[config.mk]
export PLATFORM = sky130hd
export DESIGN_NAME = timer_load_ctrl
export DESIGN_NICKNAME = d
export VERILOG_FILES = /design/src/rtl/top_fsm_pkg.sv /design/src/rtl/timer_load_ctrl.sv
export SDC_FILE = /design/constraint.sdc
export NUM_CORES = 1
export LEC_CHECK = 0
export BUFFER_PORTS_ARGS = -buffer_cell sky130_fd_sc_hd__clkbuf_2
export CAP_MARGIN = 20
export CORE_AREA = 2 2 97 62
export CTS_CLUSTER_SIZE = 40
export DETAILED_ROUTE_END_ITERATION = 8
export DIE_AREA = 0 0 99 64
export PLACE_DENSITY = 0.77
export SETUP_SLACK_MARGIN = 0.5
export SLEW_MARGIN = 20
export SYNTH_ARGS = -nofsm -noshare
export SYNTH_HDL_FRONTEND = slang
export SYNTH_SLANG_ARGS = --single-unit
[constraint.sdc]
create_clock -name clk -period 2.08 [get_ports clk]
set_input_delay 0.104 -clock clk [delete_from_list [all_inputs] [get_ports clk]]
set_output_delay 0.104 -clock clk [all_outputs]
set_load 0.01 [all_outputs]
[src/rtl/top_fsm_pkg.sv]
// Shared definitions for the Top_FSM timer slice: state encoding and default widths.
package top_fsm_pkg;

  localparam int W_DEF     = 32;
  localparam int CNT_W_DEF = 16;

  typedef enum logic [1:0] {
    IDLE = 2'd0,
    LOAD = 2'd1,
    RUN  = 2'd2
  } state_t;

endpackage

[src/rtl/timer_load_ctrl.sv]
// Interval-timer controller for counter_32_rev: loads the counter, watches Rc,
// and emits a tick per expiry in one-shot or auto-reload mode.
module timer_load_ctrl
  import top_fsm_pkg::*;
#(
  parameter int W     = W_DEF,
  parameter int CNT_W = CNT_W_DEF
) (
  input  logic             clk,
  input  logic             rst_n,
  input  logic             start,
  input  logic             stop,
  input  logic             mode_reload,
  input  logic             dir_up,
  input  logic [W-1:0]     period,
  input  logic             Rc,
  output logic             s,
  output logic             Load,
  output logic [W-1:0]     PData,
  output logic             tick,
  output logic             busy,
  output logic             err,
  output logic [CNT_W-1:0] expire_cnt,
  output logic [1:0]       state_dbg
);

  localparam logic [CNT_W-1:0] CNT_MAX = {CNT_W{1'b1}};
  localparam logic [CNT_W-1:0] CNT_ONE = {{(CNT_W-1){1'b0}}, 1'b1};
  localparam logic [W-1:0]     PER_ZERO = '0;

  state_t           state_q, state_n;
  logic             reload_q, reload_n;
  logic             s_n, load_n, tick_n, busy_n, err_n;
  logic [W-1:0]     pdata_n;
  logic [CNT_W-1:0] cnt_n;

  assign state_dbg = state_q;

  // start is a level sampled only in IDLE; Load is a single-cycle strobe that
  // the counter captures on the following edge.
  always_comb begin
    state_n  = state_q;
    reload_n = reload_q;
    s_n      = s;
    load_n   = 1'b0;
    pdata_n  = PData;
    tick_n   = 1'b0;
    busy_n   = busy;
    err_n    = 1'b0;
    cnt_n    = expire_cnt;

    if (stop) begin
      state_n = IDLE;
      busy_n  = 1'b0;
    end else begin
      case (state_q)
        IDLE: begin
          if (start) begin
            if (period == PER_ZERO) begin
              err_n = 1'b1;
            end else begin
              state_n  = LOAD;
              reload_n = mode_reload;
              s_n      = dir_up;
              pdata_n  = dir_up ? ~period : period;
              load_n   = 1'b1;
              busy_n   = 1'b1;
            end
          end
        end
        LOAD: begin
          state_n = RUN;
          busy_n  = 1'b1;
        end
        RUN: begin
          if (Rc) begin
            tick_n = 1'b1;
            if (expire_cnt != CNT_MAX) cnt_n = expire_cnt + CNT_ONE;
            if (reload_q) begin
              state_n = LOAD;
              load_n  = 1'b1;
            end else begin
              state_n = IDLE;
              busy_n  = 1'b0;
            end
          end
        end
        default: begin
          state_n = IDLE;
          busy_n  = 1'b0;
        end
      endcase
    end
  end

  always_ff @(posedge clk or negedge rst_n) begin
    if (!rst_n) begin
      state_q    <= IDLE;
      reload_q   <= 1'b0;
      s          <= 1'b0;
      Load       <= 1'b0;
      PData      <= '0;
      tick       <= 1'b0;
      busy       <= 1'b0;
      err        <= 1'b0;
      expire_cnt <= '0;
    end else begin
      state_q    <= state_n;
      reload_q   <= reload_n;
      s          <= s_n;
      Load       <= load_n;
      PData      <= pdata_n;
      tick       <= tick_n;
      busy       <= busy_n;
      err        <= err_n;
      expire_cnt <= cnt_n;
    end
  end

endmodule

==> results.sh, run 1 <==
export IMPL_status="finished clean"
export IMPL_grt_usage_pct=19.6
export IMPL_async_flop_share_pct=100
export IMPL_grt_overflow=0
export IMPL_post_route_period_util_pct=77.5
export IMPL_die_h_um=64
export IMPL_ir_worst_vdd_mv=0.506
export IMPL_synth_area_leaders="dfrtp_1 (54%), xnor2_1 (13%), nand2_1 (6.1%)"
export IMPL_ys_flop_type="dfrtp_1"
export IMPL_synth_area_leader_cell="dfrtp_1"
export IMPL_synth_avg_cell_area_um2=10.5
export IMPL_cts_clk_slew_worst_paths_ns=0.09
export IMPL_antenna_left=0
export IMPL_placementRows=21
export IMPL_synthesis_nets=285
export IMPL_hpwlAfterDp_um=4400
export IMPL_rsz0062_at_grt="true"
export IMPL_p_sw_uw=784
export IMPL_diodes=0
export IMPL_comb_power_share_pct=25.1
export IMPL_switching_share_pct=29.9
export IMPL_syn_instance_count=245
export IMPL_worstPathRequired_ns=2.28
export IMPL_start_util_pct=47.9
export IMPL_drv_slew=0
export IMPL_die_w_um=99
export IMPL_fillers=457
export IMPL_dpl_instance_area_mm2=0.00311
export IMPL_first_iter_violations=99
export IMPL_cts_tree="yes"
export IMPL_viasPerCell=4.99
export IMPL_clock_latency_ns=0.30
export IMPL_start_kind="flip-flop"
export IMPL_path_class="flip-flop to flip-flop"
export IMPL_drive_above_1_share_pct=39.1
export IMPL_finClkSkew_ns=0.00671
export IMPL_multi_input_area_mm2=0.00117
export IMPL_worstMarginPinSlew_ns=1.02
export IMPL_yosysWarningCount=0
export IMPL_setup_tns_final_ns=0
export IMPL_synth_enable_flop_cells=0
export IMPL_hold_viol_final=0
export IMPL_netlist_area_mm2=0.00258
export IMPL_power_uw=2620
export IMPL_setup_viol=0
export IMPL_numCtsBuffers=5
export IMPL_post_synth_num_cell_types=27
export IMPL_critPathCaptureType="flip-flop"
export IMPL_drt_total_wl_um=6190
export IMPL_num_nets_final=392
export IMPL_fin_crit_ns=1.61
export IMPL_cts_path_max_buffers=2
export IMPL_synth_top_area_share_pct=54.3
export IMPL_maxSlewHeadroom_pct=31.7
export IMPL_final_util_pct=63.4
export IMPL_core_area_mm2=0.00539
export IMPL_grt_pass1_vias=1896
export IMPL_intPower_uw=1840
export IMPL_hold_path_class="input pin to flip-flop"
export IMPL_worstPathArrival_ns=1.81
export IMPL_vias=2107
export IMPL_wire_per_inst_um=14.7
export IMPL_holdWs_ns=0.0515
export IMPL_max_freq_mhz=620
export IMPL_grt_first_pass_wirelength_um=9640
export IMPL_pwr_share_seq_pct=52.1
export IMPL_ys_seq_area_share_pct=54.3
export IMPL_powerDensity_mw_per_mm2=769
export IMPL_firstDrtPassIters=4
export IMPL_regArea_mm2=0.00141
export IMPL_synth_seq_cells=56
export IMPL_port_buffers=93
export IMPL_grt_max_degree=61
export IMPL_route_detailed_drc=0
export IMPL_clock_power_share_pct=22.8
export IMPL_die_area_mm2=0.00634
export IMPL_antenna_found_initial=0
export IMPL_place_congestion=0.843
export IMPL_rrSetupSlack_ns=0.47
export IMPL_p_leak_uw=0.00168
export IMPL_io_pins=94
export IMPL_clkSinkCount=56
export IMPL_path_max_fanout=7
export IMPL_finalInstanceArea_mm2=0.00341
export IMPL_cap_viol_max_count=0
export IMPL_clockRootBuffer="clkbuf_8"
export IMPL_htree_levels=2
export IMPL_area_delta_synth_final_pct=32.3
==> Yosys cell counts (2+ instances only) <==
master    instances
a21boi_0          2
a21oi_1           4
and3_1            4
and4_1            4
buf_6             5
clkbuf_1          4
clkbuf_2          2
dfrtp_1          56
inv_1             3
mux2_2            4
nand2_1          42
nand3_1           3
nand4_1           8
nor2_1            8
nor3_1            3
nor4_1            8
o21ai_0          29
o21ai_1           3
xnor2_1          39
xor2_1            7
==> power groups by stage <==
stage | combinational, µW | sequential, µW | clock, µW
floorplan | 231 | 1460 | 0
global placement | 577 | 1390 | 0
detailed placement | 587 | 1400 | 0
CTS | 637 | 1370 | 617
global route | 738 | 1390 | 668
finish | 659 | 1370 | 598
==> critical path: stages, from the launching register on <==
cell and delay, ns:
dfrtp_1 0.41, ha_4 0.15, and3_4 0.20, nand4_1 0.13, buf_4 0.17, and2_4 0.16
mux2_4 0.29
==> sequential cells by signal (all words and copies together) (netlist names) <==
signal      flops
PData          32
expire_cnt     16
state_dbg       2
Load            1
busy            1
err             1
reload_q        1
s               1
tick            1
==> cells by family (layout without fill, tap and decap cells) <==
group	count (synthesis)	after routing	share of synthesized area, %
simple gates	82	82	15.4
buf+inv	15	123	3.78
compound gates	41	41	8.68
xor+xnor	46	46	15.6
fa+ha+maj	1	1	0.485
mux	4	4	1.75
flops	56	56	54.3
==> final cells by class <==
class | instances | share of cell area (%)
flip-flops and latches | 56 | 41.2
multi-input cells | 174 | 34.3
repair buffers | 112 | 19.0
clock buffers | 8 | 2.64
well taps | 69 | 2.53
inverters | 3 | 0.330
==> cells in the final DEF, fill, tap and decap left out <==
| master | count |
|---|---|
| a21boi_0 | 2 |
| dfrtp_1 | 51 |
| o22ai_1 | 1 |
| and3_4 | 2 |
| buf_4 | 14 |
| a21oi_1 | 3 |
| and2_4 | 1 |
| clkbuf_1 | 2 |
| nor4_1 | 7 |
| buf_6 | 2 |
| xnor2_1 | 39 |
| clkbuf_2 | 92 |
| o2111ai_4 | 1 |
| buf_12 | 2 |
| nor2_4 | 1 |
| o21ai_1 | 3 |
| mux2_4 | 1 |
| nor4_2 | 1 |
| nor2_1 | 7 |
| inv_1 | 3 |
| mux2_2 | 3 |
| o21ai_0 | 29 |
| nand2_2 | 1 |
| dlygate4sd3_1 | 2 |
| nor3_4 | 2 |
| nand3_1 | 3 |
| clkbuf_8 | 6 |
| and4_4 | 1 |
| a21oi_2 | 1 |
| ha_4 | 1 |
| and4_1 | 3 |
| o211ai_1 | 1 |
| nand4_1 | 8 |
| nand2_1 | 41 |
| xor2_1 | 7 |
| dfrtp_2 | 5 |
| and3_1 | 2 |
| nor3_1 | 1 |
| and4bb_4 | 1 |
==> final timing paths <==
kind | startpoint | to | cells past startpoint
max | expire_cnt[1] | expire_cnt[1] | 6
min | mode_reload | reload_q | 2
max reg2reg | expire_cnt[1] | expire_cnt[1] | 6
min reg2reg | PData[14] | PData[14] | 2
max in group asynchronous | rst_n | state_dbg[0] | 3
min in group asynchronous | rst_n | PData[1] | 2
==> routing by layer <==
metal	routed length (µm)	global-route usage, %	vias up
met2	2650	27.9	71
met3	416	5.58	5
met4	58	5.48	0
met1	3070	29.3	984
met5	0	0	-
li1	-	-	1047
==> repair_timing <==
| action | in CTS | in global routing |
|---|---|---|
| setup endpoints to repair | 28 | 41 |
| endpoints found under the hold margin | 15 | 0 |
| pin swaps | 2 | 10 |
| setup buffers | 3 | 12 |
| hold buffers | 2 | 0 |
| resized for setup | 6 | 17 |
==> per-stage QoR <==
step                worst slack (ns)  cells
floorplan                      0.487    245
detailed placement             0.218    397
CTS                            0.490    410
global route                   0.418    422
global placement               0.263    397
finish                         0.468    422
Note: power is estimated with default switching activity, not from simulation.
==> inputs of run 2 (changes only) <==
==> constraint.sdc (replaced) <==
create_clock -name clk -period 1.5 [get_ports clk]
set_input_delay 0.075 -clock clk [delete_from_list [all_inputs] [get_ports clk]]
set_output_delay 0.075 -clock clk [all_outputs]
set_load 0.01 [all_outputs]
==> run 2 against run 1 <==
Compared with the run above: the run now ends with negative setup slack left; die area is the same; largest cell class is now multi-input gates; maximum frequency fell by 1.0%; hold slack better by 0.0048 ns.
==> results.sh, run 2 (synthesis results as in run 1) <==
export IMPL_hpwlAfterDp_um=5030
export IMPL_path_class="flip-flop to flip-flop"
export IMPL_viasPerCell=5.30
export IMPL_worstPathRequired_ns=1.75
export IMPL_ir_worst_vdd_mv=0.558
export IMPL_num_nets_final=441
export IMPL_power_uw=4400
export IMPL_grt_max_degree=57
export IMPL_p_leak_uw=0.00211
export IMPL_antenna_left=0
export IMPL_fin_crit_ns=1.63
export IMPL_core_area_mm2=0.00539
export IMPL_violations="negative setup slack"
export IMPL_placementRows=21
export IMPL_rsz0062_at_grt="true"
export IMPL_clkSinkCount=56
export IMPL_clock_latency_ns=0.33
export IMPL_largest_reg_flops=32
export IMPL_drt_total_wl_um=8250
export IMPL_max_freq_mhz=614
export IMPL_hold_viol_final=0
export IMPL_drive_above_1_share_pct=63.2
export IMPL_grt_overflow=0
export IMPL_htree_levels=2
export IMPL_final_common_cell="clkbuf_2"
export IMPL_status="complete, but fails checks"
export IMPL_route_detailed_drc=0
export IMPL_firstDrtPassIters=4
export IMPL_cts_tree="yes"
export IMPL_post_route_period_util_pct=109
export IMPL_antenna_found_initial=0
export IMPL_final_cell_mix="clkbuf_2 (69), dfrtp_1 (53), buf_6 (40), xnor2_1 (39), buf_4 (31)"
export IMPL_die_area_mm2=0.00634
export IMPL_worstPathArrival_ns=1.87
export IMPL_hold_path_class="input pin to flip-flop"
export IMPL_maxSlewHeadroom_pct=72.5
export IMPL_rrSetupSlack_ns=-0.13
export IMPL_port_buffers=93
export IMPL_place_congestion=0.814
export IMPL_setup_viol=37
export IMPL_io_pins=94
export IMPL_area_delta_synth_final_pct=72.0
export IMPL_worstMarginPinSlew_ns=0.412
export IMPL_path_max_fanout=4
export IMPL_critPathCaptureType="flip-flop"
export IMPL_first_iter_violations=123
export IMPL_finClkSkew_ns=0.0128
export IMPL_drv_slew=0
export IMPL_clockRootBuffer="clkbuf_8"
export IMPL_powerDensity_mw_per_mm2=991
export IMPL_wire_per_inst_um=17.5
export IMPL_diodes=0
export IMPL_grt_first_pass_wirelength_um=12500
export IMPL_numCtsBuffers=5
export IMPL_cap_viol_max_count=0
export IMPL_vias=2498
export IMPL_grt_usage_pct=25.5
export IMPL_final_util_pct=82.4
export IMPL_setup_ws_ns=-0.129
export IMPL_die_w_um=99
export IMPL_die_h_um=64
export IMPL_grt_pass1_vias=2540
export IMPL_regMostFlops="PData"
export IMPL_start_kind="flip-flop"
export IMPL_cts_path_max_buffers=2
export IMPL_start_util_pct=47.9
export IMPL_cts_clk_slew_worst_paths_ns=0.11
run 2: cell count changes in the layout (fill, tap and decap cells not counted), sizes merged:
cell,previous run,this run
dlygate4sd3,2,3
clkbuf,100,74
clkinvlp,0,2
bufinv,0,1
buf,18,89
run 2: critical path: stages, from the launching register on:
cell and delay (ns):
dfrtp_2 0.44, ha_4 0.17, and3_4 0.19, nand4_1 0.09
nand4_1 0.19, nor3_2 0.29, xor2_1 0.17
run 2: report_power, final:
part           internal [µW]  switching [µW]  leakage [µW]
Clock                    504             529     0.0000548
Sequential              1740             238      0.000713
Combinational            716             667       0.00134
run 2: through the flow:
stage          area (µm²)  hold slack [ns]  cells  setup WS [ns]  setup TNS (ns)
2_1_floorplan        2700           -0.221    245        -0.0908          -0.127
3_3_place_gp         3530           0.0964    439         -0.266           -8.90
3_5_place_dp         3530            0.100    439         -0.349          -11.61
4_1_cts              4050           0.0387    465        -0.0597          -0.813
5_1_grt              4440           0.0646    471         -0.251           -4.70
6_report             4440           0.0564    471         -0.129           -1.15
run 2: what timing repair did:
item                       CTS  global route
resized for setup           61           108
hold endpoints to repair    59             0
cloned                       5             0
buffers inserted            10             6
hold buffers                 3             0
setup endpoints to repair   73            73
pin swaps                   39            23
run 2: final timing paths:
| kind | start | cells past startpoint | end |
|---|---|---|---|
| max in group asynchronous | rst_n | 3 | expire_cnt[0] |
| min in group asynchronous | rst_n | 3 | expire_cnt[9] |
| setup reg to reg | expire_cnt[0] | 6 | expire_cnt[15] |
| hold / removal | period[7] | 3 | PData[7] |
| hold reg to reg | PData[19] | 2 | PData[19] |
| setup / recovery | expire_cnt[0] | 6 | expire_cnt[15] |
run 2: final cells by class:
cell class | instances | area (µm²)
clock buffers | 5 | 68.8
clock inverters | 3 | 46.3
fillers | 290 | 948
inverters | 3 | 15.0
multi-input cells | 174 | 1520
flip-flops and latches | 56 | 1410
well taps | 69 | 86.3
repair buffers | 161 | 1300
run 2: per-layer routing:
| metal | part of all wire [%] | track usage, % | vias to the layer above |
|---|---|---|---|
| met5 | 0 | 0 | - |
| met3 | 6.0 | 5.91 | 12 |
| li1 | - | - | 1149 |
| met1 | 43 | 34.8 | 1242 |
| met2 | 50 | 40.4 | 95 |
| met4 | 1.5 | 8.22 | 0 |
==> inputs of run 3 (changes only) <==
--- a/config.mk
+++ b/config.mk
@@ -7,11 +7,11 @@
 export LEC_CHECK = 0
 export BUFFER_PORTS_ARGS = -buffer_cell sky130_fd_sc_hd__clkbuf_2
 export CAP_MARGIN = 20
-export CORE_AREA = 2 2 97 62
+export CORE_AREA = 2 2 58 101
 export CTS_CLUSTER_SIZE = 40
 export DETAILED_ROUTE_END_ITERATION = 8
-export DIE_AREA = 0 0 99 64
-export PLACE_DENSITY = 0.77
+export DIE_AREA = 0 0 60 103
+export PLACE_DENSITY = 0.78
 export SETUP_SLACK_MARGIN = 0.5
 export SLEW_MARGIN = 20
 export SYNTH_ARGS = -nofsm -noshare
==> run 3 against run 2 <==
Compared with the run above: cell count grew 3.8%; first-iteration DRC count shrank 8.9%; core utilization grew 3.2 points; die area shrank 2.5%; critical path depth grew 2; sequential share of layout area shrank 1.6 points; routed wire length grew 12%; critical endpoint is now expire_cnt[10]; clock power shrank 15%; register-to-register slack lost 0.07 ns; via count grew 5.8%; clock-buffer cell count grew 3; the run still ends with negative setup slack left; largest cell class is now buffers.
==> results.sh, run 3 (synthesis results as in run 1) <==
export IMPL_status="complete, but fails checks"
export IMPL_violations="negative setup slack"
export IMPL_clkSinkCount=56
export IMPL_place_congestion=0.831
export IMPL_vias=2642
export IMPL_fillers=269
export IMPL_rsz0062_at_grt="true"
export IMPL_numCtsBuffers=5
export IMPL_holdPathStages=3
export IMPL_grt_pass1_vias=2617
export IMPL_worstMarginPinSlew_ns=0.349
export IMPL_setup_viol=27
export IMPL_cts_clk_slew_worst_paths_ns=0.10
export IMPL_largest_reg_flops=32
export IMPL_regArea_mm2=0.00141
export IMPL_viasPerCell=5.40
export IMPL_area_delta_synth_final_pct=80.9
export IMPL_hpwlAfterDp_um=4660
export IMPL_rr_endpoint="expire_cnt[10]"
export IMPL_setup_ws_ns=-0.201
export IMPL_grt_overflow=0
export IMPL_multi_input_area_mm2=0.00153
export IMPL_path_max_fanout=3
export IMPL_clock_latency_ns=0.33
export IMPL_htree_levels=2
export IMPL_start_kind="flip-flop"
export IMPL_path_class="flip-flop to flip-flop"
export IMPL_grt_first_pass_wirelength_um=12300
export IMPL_drive_above_1_share_pct=62.2
export IMPL_drt_total_wl_um=9260
export IMPL_grt_max_degree=57
export IMPL_fin_crit_ns=1.70
export IMPL_powerDensity_mw_per_mm2=926
export IMPL_clockRootBuffer="clkbuf_8"
export IMPL_clock_power_share_pct=20.3
export IMPL_drv_slew=0
export IMPL_max_freq_mhz=588
export IMPL_power_uw=4320
export IMPL_hold_end="PData[2]"
export IMPL_cts_tree="yes"
export IMPL_core_area_mm2=0.00545
export IMPL_switching_share_pct=33.2
export IMPL_pwr_share_seq_pct=45.4
export IMPL_route_detailed_drc=0
export IMPL_die_area_mm2=0.00618
export IMPL_cts_path_max_buffers=2
export IMPL_placementRows=36
export IMPL_num_nets_final=452
export IMPL_comb_power_share_pct=34.3
export IMPL_antenna_left=0
export IMPL_first_iter_violations=112
export IMPL_regMostFlops="PData"
export IMPL_hold_path_class="input pin to flip-flop"
export IMPL_start_util_pct=47.3
export IMPL_firstDrtPassIters=4
export IMPL_holdWs_ns=0.0302
export IMPL_grt_usage_pct=26.8
export IMPL_cap_viol_max_count=0
export IMPL_ir_worst_vdd_mv=0.977
export IMPL_r2r_cells=8
export IMPL_die_h_um=103
export IMPL_rrSetupSlack_ns=-0.20
export IMPL_post_route_period_util_pct=113
export IMPL_final_cell_mix="clkbuf_2 (71), dfrtp_1 (53), buf_6 (47), xnor2_1 (39), buf_4 (32)"
export IMPL_regToRegStartpoint="expire_cnt[0]"
export IMPL_worstPathRequired_ns=1.75
export IMPL_die_w_um=60
export IMPL_io_pins=94
export IMPL_intPower_uw=2890
export IMPL_p_sw_uw=1430
export IMPL_worstPathArrival_ns=1.95
export IMPL_hold_viol_final=0
export IMPL_port_buffers=93
export IMPL_critPathCaptureType="flip-flop"
export IMPL_maxSlewHeadroom_pct=76.6
export IMPL_diodes=0
export IMPL_p_leak_uw=0.00223
export IMPL_antenna_found_initial=0
export IMPL_wire_per_inst_um=18.9
export IMPL_worstHoldStart="period[2]"
export IMPL_finClkSkew_ns=0.0108
export IMPL_final_common_cell="clkbuf_2"
run 3: changes by cell type in the layout (fill, tap and decap cells not counted), sizes merged:
cell	change
clkinvlp	-2
buf	+8
clkbuf	+6
bufinv	-1
run 3: power by group through the flow:
stage | logic [µW] | registers (µW) | clock network (µW)
CTS | 1280 | 1920 | 861
global placement | 968 | 1920 | 0
floorplan | 363 | 2030 | 0
global route | 1580 | 1990 | 951
detailed placement | 1000 | 1920 | 0
finish | 1480 | 1960 | 876
run 3: how the worst max path moves through the flow:
stage / startpoint / endpoint / cells after the start
after floorplan: expire_cnt[0] / expire_cnt[1] / 6
after global placement: period[3] / s / 5
after detailed placement: period[3] / PData[0] / 6
after CTS: expire_cnt[1] / expire_cnt[15] / 7
after global routing: expire_cnt[0] / expire_cnt[10] / 8
final: expire_cnt[0] / expire_cnt[10] / 8
run 3: layout make-up:
class | instances | area share, %
Clock buffer | 8 | 1.93
Inverter | 3 | 0.295
Multi-Input combinational cell | 174 | 32.8
Sequential cell | 56 | 30.1
Tap cell | 76 | 2.04
Timing Repair Buffer | 172 | 32.9
run 3: what timing repair did:
action / 4_1_cts / 5_1_grt
pin swaps: 44 / 22
hold buffers: 3 / 0
gates resized for setup: 93 / 87
setup buffers: 22 / 8
endpoints found under the hold margin: 59 / 0
setup endpoints to repair: 73 / 73
cloned: 6 / 0
run 3: critical path, cell delays in order (launching register included):
cell and delay, ns:
dfrtp_2 0.41, ha_4 0.15, and3_4 0.21, buf_4 0.11, buf_6 0.09, nand4_1 0.17, a21oi_2 0.21, nand2_1 0.10
xnor2_1 0.17
run 3: stage by stage:
| stage | std cells | util (%) | cell area [µm²] | TNS [ns] | worst slack, ns |
|---|---|---|---|---|---|
| floorplan | 245 | - | 2700 | -0.127 | -0.0908 |
| global placement | 442 | 64.6 | 3520 | -4.57 | -0.145 |
| detailed placement | 442 | 64.6 | 3520 | -6.05 | -0.197 |
| CTS | 481 | 79.1 | 4310 | -0.0178 | -0.0107 |
| global route | 489 | 85.6 | 4670 | -3.92 | -0.298 |
| finish | 489 | 85.6 | 4670 | -1.63 | -0.201 |
run 3: per-layer routing:
| layer | part of all wire [%] | vias up | track usage [%] |
|---|---|---|---|
| li1 | - | 1180 | - |
| met1 | 34 | 1308 | 27.5 |
| met2 | 57 | 125 | 50.3 |
| met3 | 4.9 | 29 | 4.52 |
| met4 | 3.8 | 0 | 13.0 |
| met5 | 0 | - | 0 |
